## config.mk

```make
export PLATFORM = sky130hd
export DESIGN_NAME = usb_phy_rx
export DESIGN_NICKNAME = d
export VERILOG_FILES = /design/src/rtl/usb_phy_rx.sv
export SDC_FILE = /design/constraint.sdc
export NUM_CORES = 1
export LEC_CHECK = 0
export ABC_AREA = 1
export CORE_MARGIN = 2
export CORE_UTILIZATION = 45
export CTS_CLUSTER_SIZE = 14
export DETAILED_ROUTE_END_ITERATION = 10
export GPL_ROUTABILITY_DRIVEN = 0
export SYNTH_ARGS = -nofsm -noshare
export SYNTH_HDL_FRONTEND = slang
export SYNTH_SLANG_ARGS = --single-unit
```

## constraint.sdc

```tcl
create_clock -name clk -period 5.1 [get_ports clk]
set_input_delay 1.02 -clock clk [delete_from_list [all_inputs] [get_ports clk]]
set_output_delay 1.02 -clock clk [all_outputs]
set_load 0.03 [all_outputs]
```

## src/rtl/usb_phy_rx.sv

```systemverilog
// Full-speed USB receive front end: line synchroniser, 4x oversampled bit recovery,
// SYNC detect, NRZI decode, bit unstuffing, EOP and bus-reset detection.
`timescale 1ns/1ps
module usb_phy_rx #(
    parameter int OVERSAMPLE     = 4,
    parameter int STUFF_BITS_N   = 6,
    parameter int RST_SE0_CYCLES = 120
) (
    input  logic       clk,
    input  logic       rst,
    input  logic       dp_rx,
    input  logic       dn_rx,
    output logic [1:0] line_state,
    output logic       rx_active,
    output logic       rx_valid,
    output logic [7:0] rx_data,
    output logic       rx_err,
    output logic       usb_reset
);
    localparam int PW = (OVERSAMPLE > 1) ? $clog2(OVERSAMPLE) : 1;
    localparam int UW = $clog2(STUFF_BITS_N + 1);
    localparam int TW = $clog2(RST_SE0_CYCLES + 1);

    localparam logic [1:0] LS_SE0 = 2'b00;
    localparam logic [1:0] LS_J   = 2'b01;
    localparam logic [1:0] LS_K   = 2'b10;
    localparam logic [1:0] LS_SE1 = 2'b11;
    localparam logic [15:0] SYNC_PAT = {LS_K, LS_J, LS_K, LS_J, LS_K, LS_J, LS_K, LS_K};

    typedef enum logic [1:0] {IDLE, DATA, EOP, ERR} state_t;

    logic [1:0]    dp_sync, dn_sync;
    logic [1:0]    ls_q;
    logic [PW-1:0] phase_q, phase_eff;
    logic          bit_stb;
    logic [15:0]   hist, hist_next;
    logic [TW-1:0] se0_timer;

    state_t        state, state_n;
    logic [1:0]    prev, prev_n;
    logic [UW-1:0] unstuff, unstuff_n;
    logic [2:0]    bit_cnt, bit_cnt_n;
    logic [7:0]    shift, shift_n;
    logic [1:0]    se0_cnt, se0_cnt_n;
    logic [2:0]    j_cnt, j_cnt_n;
    logic [7:0]    data_n;
    logic          valid_n, err_n, bit_val;

    // Synchronisers reset to J so the bus looks idle straight out of reset.
    always_ff @(posedge clk or posedge rst) begin
        if (rst) begin
            dp_sync <= 2'b11;
            dn_sync <= 2'b00;
        end else begin
            dp_sync <= {dp_sync[0], dp_rx};
            dn_sync <= {dn_sync[0], dn_rx};
        end
    end

    assign line_state = {dn_sync[1], dp_sync[1]};

    // Any line change re-centres the sampling phase on the current cycle.
    assign phase_eff = (line_state != ls_q) ? '0 : phase_q;
    assign bit_stb   = (phase_eff == PW'(OVERSAMPLE / 2));
    assign hist_next = {hist[13:0], line_state};

    always_ff @(posedge clk or posedge rst) begin
        if (rst) begin
            ls_q      <= LS_J;
            phase_q   <= '0;
            hist      <= '0;
            se0_timer <= '0;
        end else begin
            ls_q    <= line_state;
            phase_q <= (phase_eff == PW'(OVERSAMPLE - 1)) ? '0 : phase_eff + PW'(1);
            if (bit_stb)
                hist <= hist_next;
            if (line_state != LS_SE0)
                se0_timer <= '0;
            else if (se0_timer != TW'(RST_SE0_CYCLES))
                se0_timer <= se0_timer + TW'(1);
        end
    end

    assign usb_reset = (se0_timer == TW'(RST_SE0_CYCLES));
    assign rx_active = (state == DATA) || (state == EOP);

    always_ff @(posedge clk or posedge rst) begin
        if (rst) begin
            state    <= IDLE;
            prev     <= LS_J;
            unstuff  <= '0;
            bit_cnt  <= '0;
            shift    <= '0;
            se0_cnt  <= '0;
            j_cnt    <= '0;
            rx_data  <= '0;
            rx_valid <= 1'b0;
            rx_err   <= 1'b0;
        end else begin
            state    <= state_n;
            prev     <= prev_n;
            unstuff  <= unstuff_n;
            bit_cnt  <= bit_cnt_n;
            shift    <= shift_n;
            se0_cnt  <= se0_cnt_n;
            j_cnt    <= j_cnt_n;
            rx_data  <= data_n;
            rx_valid <= valid_n;
            rx_err   <= err_n;
        end
    end

    always_comb begin
        state_n   = state;
        prev_n    = prev;
        unstuff_n = unstuff;
        bit_cnt_n = bit_cnt;
        shift_n   = shift;
        se0_cnt_n = se0_cnt;
        j_cnt_n   = j_cnt;
        data_n    = rx_data;
        valid_n   = 1'b0;
        err_n     = 1'b0;
        bit_val   = (line_state == prev);

        // A bus reset silently abandons any packet in flight.
        if (usb_reset && (state == DATA || state == EOP)) begin
            state_n = IDLE;
        end else if (bit_stb) begin
            case (state)
                IDLE: begin
                    if (hist_next == SYNC_PAT) begin
                        state_n   = DATA;
                        prev_n    = LS_K;
                        unstuff_n = UW'(1);
                        bit_cnt_n = '0;
                    end
                end
                DATA: begin
                    if (line_state == LS_SE0) begin
                        state_n   = EOP;
                        se0_cnt_n = 2'd1;
                    end else if (line_state == LS_SE1) begin
                        err_n   = 1'b1;
                        state_n = ERR;
                        j_cnt_n = '0;
                    end else begin
                        prev_n = line_state;
                        if (unstuff == UW'(STUFF_BITS_N)) begin
                            // Stuffed bit: must be a transition, carries no data.
                            if (line_state == prev) begin
                                err_n   = 1'b1;
                                state_n = ERR;
                                j_cnt_n = '0;
                            end
                            unstuff_n = '0;
                        end else begin
                            unstuff_n = bit_val ? unstuff + UW'(1) : '0;
                            shift_n   = {bit_val, shift[7:1]};
                            bit_cnt_n = bit_cnt + 3'd1;
                            if (bit_cnt == 3'd7) begin
                                valid_n = 1'b1;
                                data_n  = {bit_val, shift[7:1]};
                            end
                        end
                    end
                end
                EOP: begin
                    if (line_state == LS_SE0 && se0_cnt < 2'd2) begin
                        se0_cnt_n = se0_cnt + 2'd1;
                    end else if (line_state == LS_J) begin
                        state_n = IDLE;
                        err_n   = (bit_cnt != 3'd0);
                    end else begin
                        err_n   = 1'b1;
                        state_n = ERR;
                        j_cnt_n = '0;
                    end
                end
                ERR: begin
                    if (line_state == LS_J) begin
                        if (j_cnt == 3'd7)
                            state_n = IDLE;
                        j_cnt_n = j_cnt + 3'd1;
                    end else begin
                        j_cnt_n = '0;
                    end
                end
                default: state_n = IDLE;
            endcase
        end
    end
endmodule

```

==> results_dict.tcl <==
set metrics [dict create \
    status "finished clean" \
    layout_min_cycle_time_ns 3.08 \
    fin_area_sq_um 3440 \
    diodes 0 \
    register_area_sq_um 1530 \
    yosys_warnings 0 \
    worst-slew-pin-transition_ns 0.752 \
    finalPower_mw 1.06 \
    ant_nets 0 \
    io_buffer_count 17 \
    cts_htree_levels 3 \
    crit_buf_inv 3 \
    dpl.hpwl_um 3740 \
    syn_to_final_growth_pct 12.5 \
    cts_resized 0 \
    clock.fmax_ghz 0.325 \
    grt_pass1_wl_um 9760 \
    die_w_um 86.5 \
    critical-path-top-delay-family "buffers and inverters" \
    numClockSinks 61 \
    grt_pass1_vias 2107 \
    cts_buffer_depth 2 \
    worst_setup_path_end_kind "primary output" \
    synth.distinct_cells 34 \
    synth_area_leaders "dfrtp_1 47%, nand2_1 11%, ha_1 7.4%" \
    p_leak_nw 1.71 \
    setup_tns_ns 0 \
    p_per_area_nw_per_um2 308 \
    grt_overflow 0 \
    ctsHoldBuffers 0 \
    final-setup-viol-count 0 \
    path_max_fanout 4 \
    fin_ws_ns 2.02 \
    placed_cell_area_sq_um 3280 \
    dp_worst_setup_slack_ns 2.39 \
    drc 0 \
    die_area_sq_um 7470 \
    vias_per_cell 4.82 \
    layout_commonest_cell "nand2_1" \
    drt_iter0_drc 153 \
    synth_top_cell_area_share_pct 46.6 \
    core_sq_um 6680 \
    worstPathRequired_ns 4.08 \
    syn_area_per_cell_sq_um 8.84 \
    rsz0062_at_grt "false" \
    die_h_um 86.5 \
    max-cap-violations 0 \
    clkTransAtPathRegs_ns 0.06 \
    critPathLaunchType "flop" \
    post-route-period-util_pct 60.4 \
    grt_usage_pct 17.0 \
    yosysSeqAreaShare_pct 50.1 \
    numCtsBuffers 9 \
    grt_antenna_before_repair 0 \
    routed_wl_um 5310 \
    ys_ff_latch 61 \
    num-fill-cells 641 \
    path_cells "inv_1 -> ha_1 -> nand2_1 -> nor2_2 -> nand2_1 -> inv_1 -> clkdlybuf4s50_1" \
    fin_nets 389 \
    wire_per_inst_um 11.8 \
    finalMaxSlewViolations 0 \
    via_count 2180 \
    ios 18 \
    start_util_pct 45.8 \
    synth_cells 346 \
    hold_class "flop to flop" \
    clock_skew_ns 0.00643 \
    placementRows 30 \
    final_cell_mix "87 x nand2_1, 57 x dfrtp_1, 37 x inv_1, 29 x o21ai_0, 28 x nor2_1" \
    arrival_ns 2.06 \
    yosysTopAreaCell "dfrtp_1" \
    clk_latency_ns 0.34 \
    crit_type "flop to primary output" \
    grt_max_degree 38 \
    cts_root_buffer "clkbuf_8" \
    drive_gt1_share_pct 11.8 \
    firstDrtPassIters 4 \
    tritoncts "done" \
    max_stage_delay_ns 0.67 \
    hold_viol 0 \
    multiInputGateArea_sq_um 1310 \
    netlist_area_sq_um 3060 \
    synth_fp_nets 368 \
    cts_setup_buffers 0 \
    crit_slowest_cell "clkdlybuf4s50_1" \
    slew-limit-headroom_pct 49.8 \
    vdd_ir_drop_max_mv 0.138 \
]
==> cells in the mapped netlist <==
cell	n
clkbuf_1	1
nand4_2	1
nor2_8	1
nand2_1	87
xor2_1	1
nand3_4	1
nand3_2	2
dfrtp_1	57
buf_4	3
buf_2	2
nand2_8	1
buf_6	2
nor2_2	3
nor3_1	1
nand4_1	6
mux2_2	1
buf_1	1
nor3b_1	1
o21ai_1	1
a21oi_2	3
nor2_4	1
xnor2_1	4
nor3b_2	1
inv_2	4
nand2_4	3
o21ai_0	29
ha_1	18
a21oi_1	16
inv_1	38
nor2_1	28
dfstp_2	4
or2_2	1
nand3_1	22
and3_1	1
==> metal layers <==
layer	global-route usage (%)	part of all wire (%)	vias up
li1	-	-	1149
met1	22.4	49	995
met2	25.9	46	25
met3	3.90	3.0	11
met4	9.09	2.4	0
met5	0	0	-
==> area by class of cell <==
cell class | instances | area share, %
inverter | 42 | 4.58
multi-input combinational | 234 | 38.0
clock inverter | 5 | 0.800
timing repair buffer | 19 | 5.38
sequential | 61 | 44.5
clock buffer | 11 | 3.82
tap | 80 | 2.91
==> path summary, 6_finish.rpt <==
path	cells past startpoint	from	slack, ns	to
setup / recovery	7	se0_timer[0]$_DFFE_PP0P_	2.02	usb_reset
hold / removal	0	dn_sync[0]$_DFF_PP0_	0.35	dn_sync[1]$_DFF_PP0_
setup reg to reg	9	dp_sync[1]$_DFF_PP1_	2.76	prev[1]$_DFFE_PP0P_
hold reg to reg	0	dn_sync[0]$_DFF_PP0_	0.35	dn_sync[1]$_DFF_PP0_
max in group asynchronous	3	rst	3.11	prev[0]$_DFFE_PP1P_
min in group asynchronous	2	rst	1.13	rx_valid$_DFF_PP0_
==> through the flow <==
| step | utilization [%] | hold WS [ns] | std cells |
|---|---|---|---|
| after floorplan | - | 0.331 | 346 |
| after global placement | 49.1 | 0.333 | 436 |
| after detailed placement | 49.1 | 0.339 | 436 |
| after CTS | 51.5 | 0.354 | 452 |
| after global routing | 51.5 | 0.360 | 452 |
| final | 51.5 | 0.352 | 452 |
==> state kept, by name, summed over array words and instances, names as in the netlist <==
register   flops
j_cnt          3
rx_data        8
phase_q        2
state          2
shift          7
rx_err         1
hist          14
unstuff        3
ls_q           2
se0_timer      7
bit_cnt        3
se0_cnt        2
dp_sync        2
dn_sync        2
prev           2
rx_valid       1
==> cell families (layout without fill, tap and decap cells) <==
family / after synthesis / after routing / synth area share (%)
flops: 61 / 61 / 50.1
xor+xnor: 5 / 5 / 1.43
simple gates: 161 / 161 / 25.2
fa+ha+maj: 18 / 18 / 7.36
compound gates: 49 / 49 / 8.38
buf+inv: 51 / 77 / 7.20
mux: 1 / 1 / 0.368
==> worst reg2reg max path, cell delays in order, from the launching register on <==
cell,delay [ns]
dfstp_2,0.62
xnor2_1,0.18
and3_1,0.20
ha_1,0.14
buf_4,0.29
nand2_4,0.14
inv_2,0.24
nand3_2,0.24
nand2_1,0.10
o21ai_0,0.08
==> power breakdown <==
part | total (mW) | leakage (nW) | internal [mW] | switching (mW)
clock network | 0.361 | 0.0829 | 0.173 | 0.188
registers | 0.580 | 0.798 | 0.544 | 0.0361
logic | 0.117 | 0.832 | 0.0438 | 0.0737
total | 1.06 | 1.71 | 0.760 | 0.298
(Power assumes the default switching activity.)
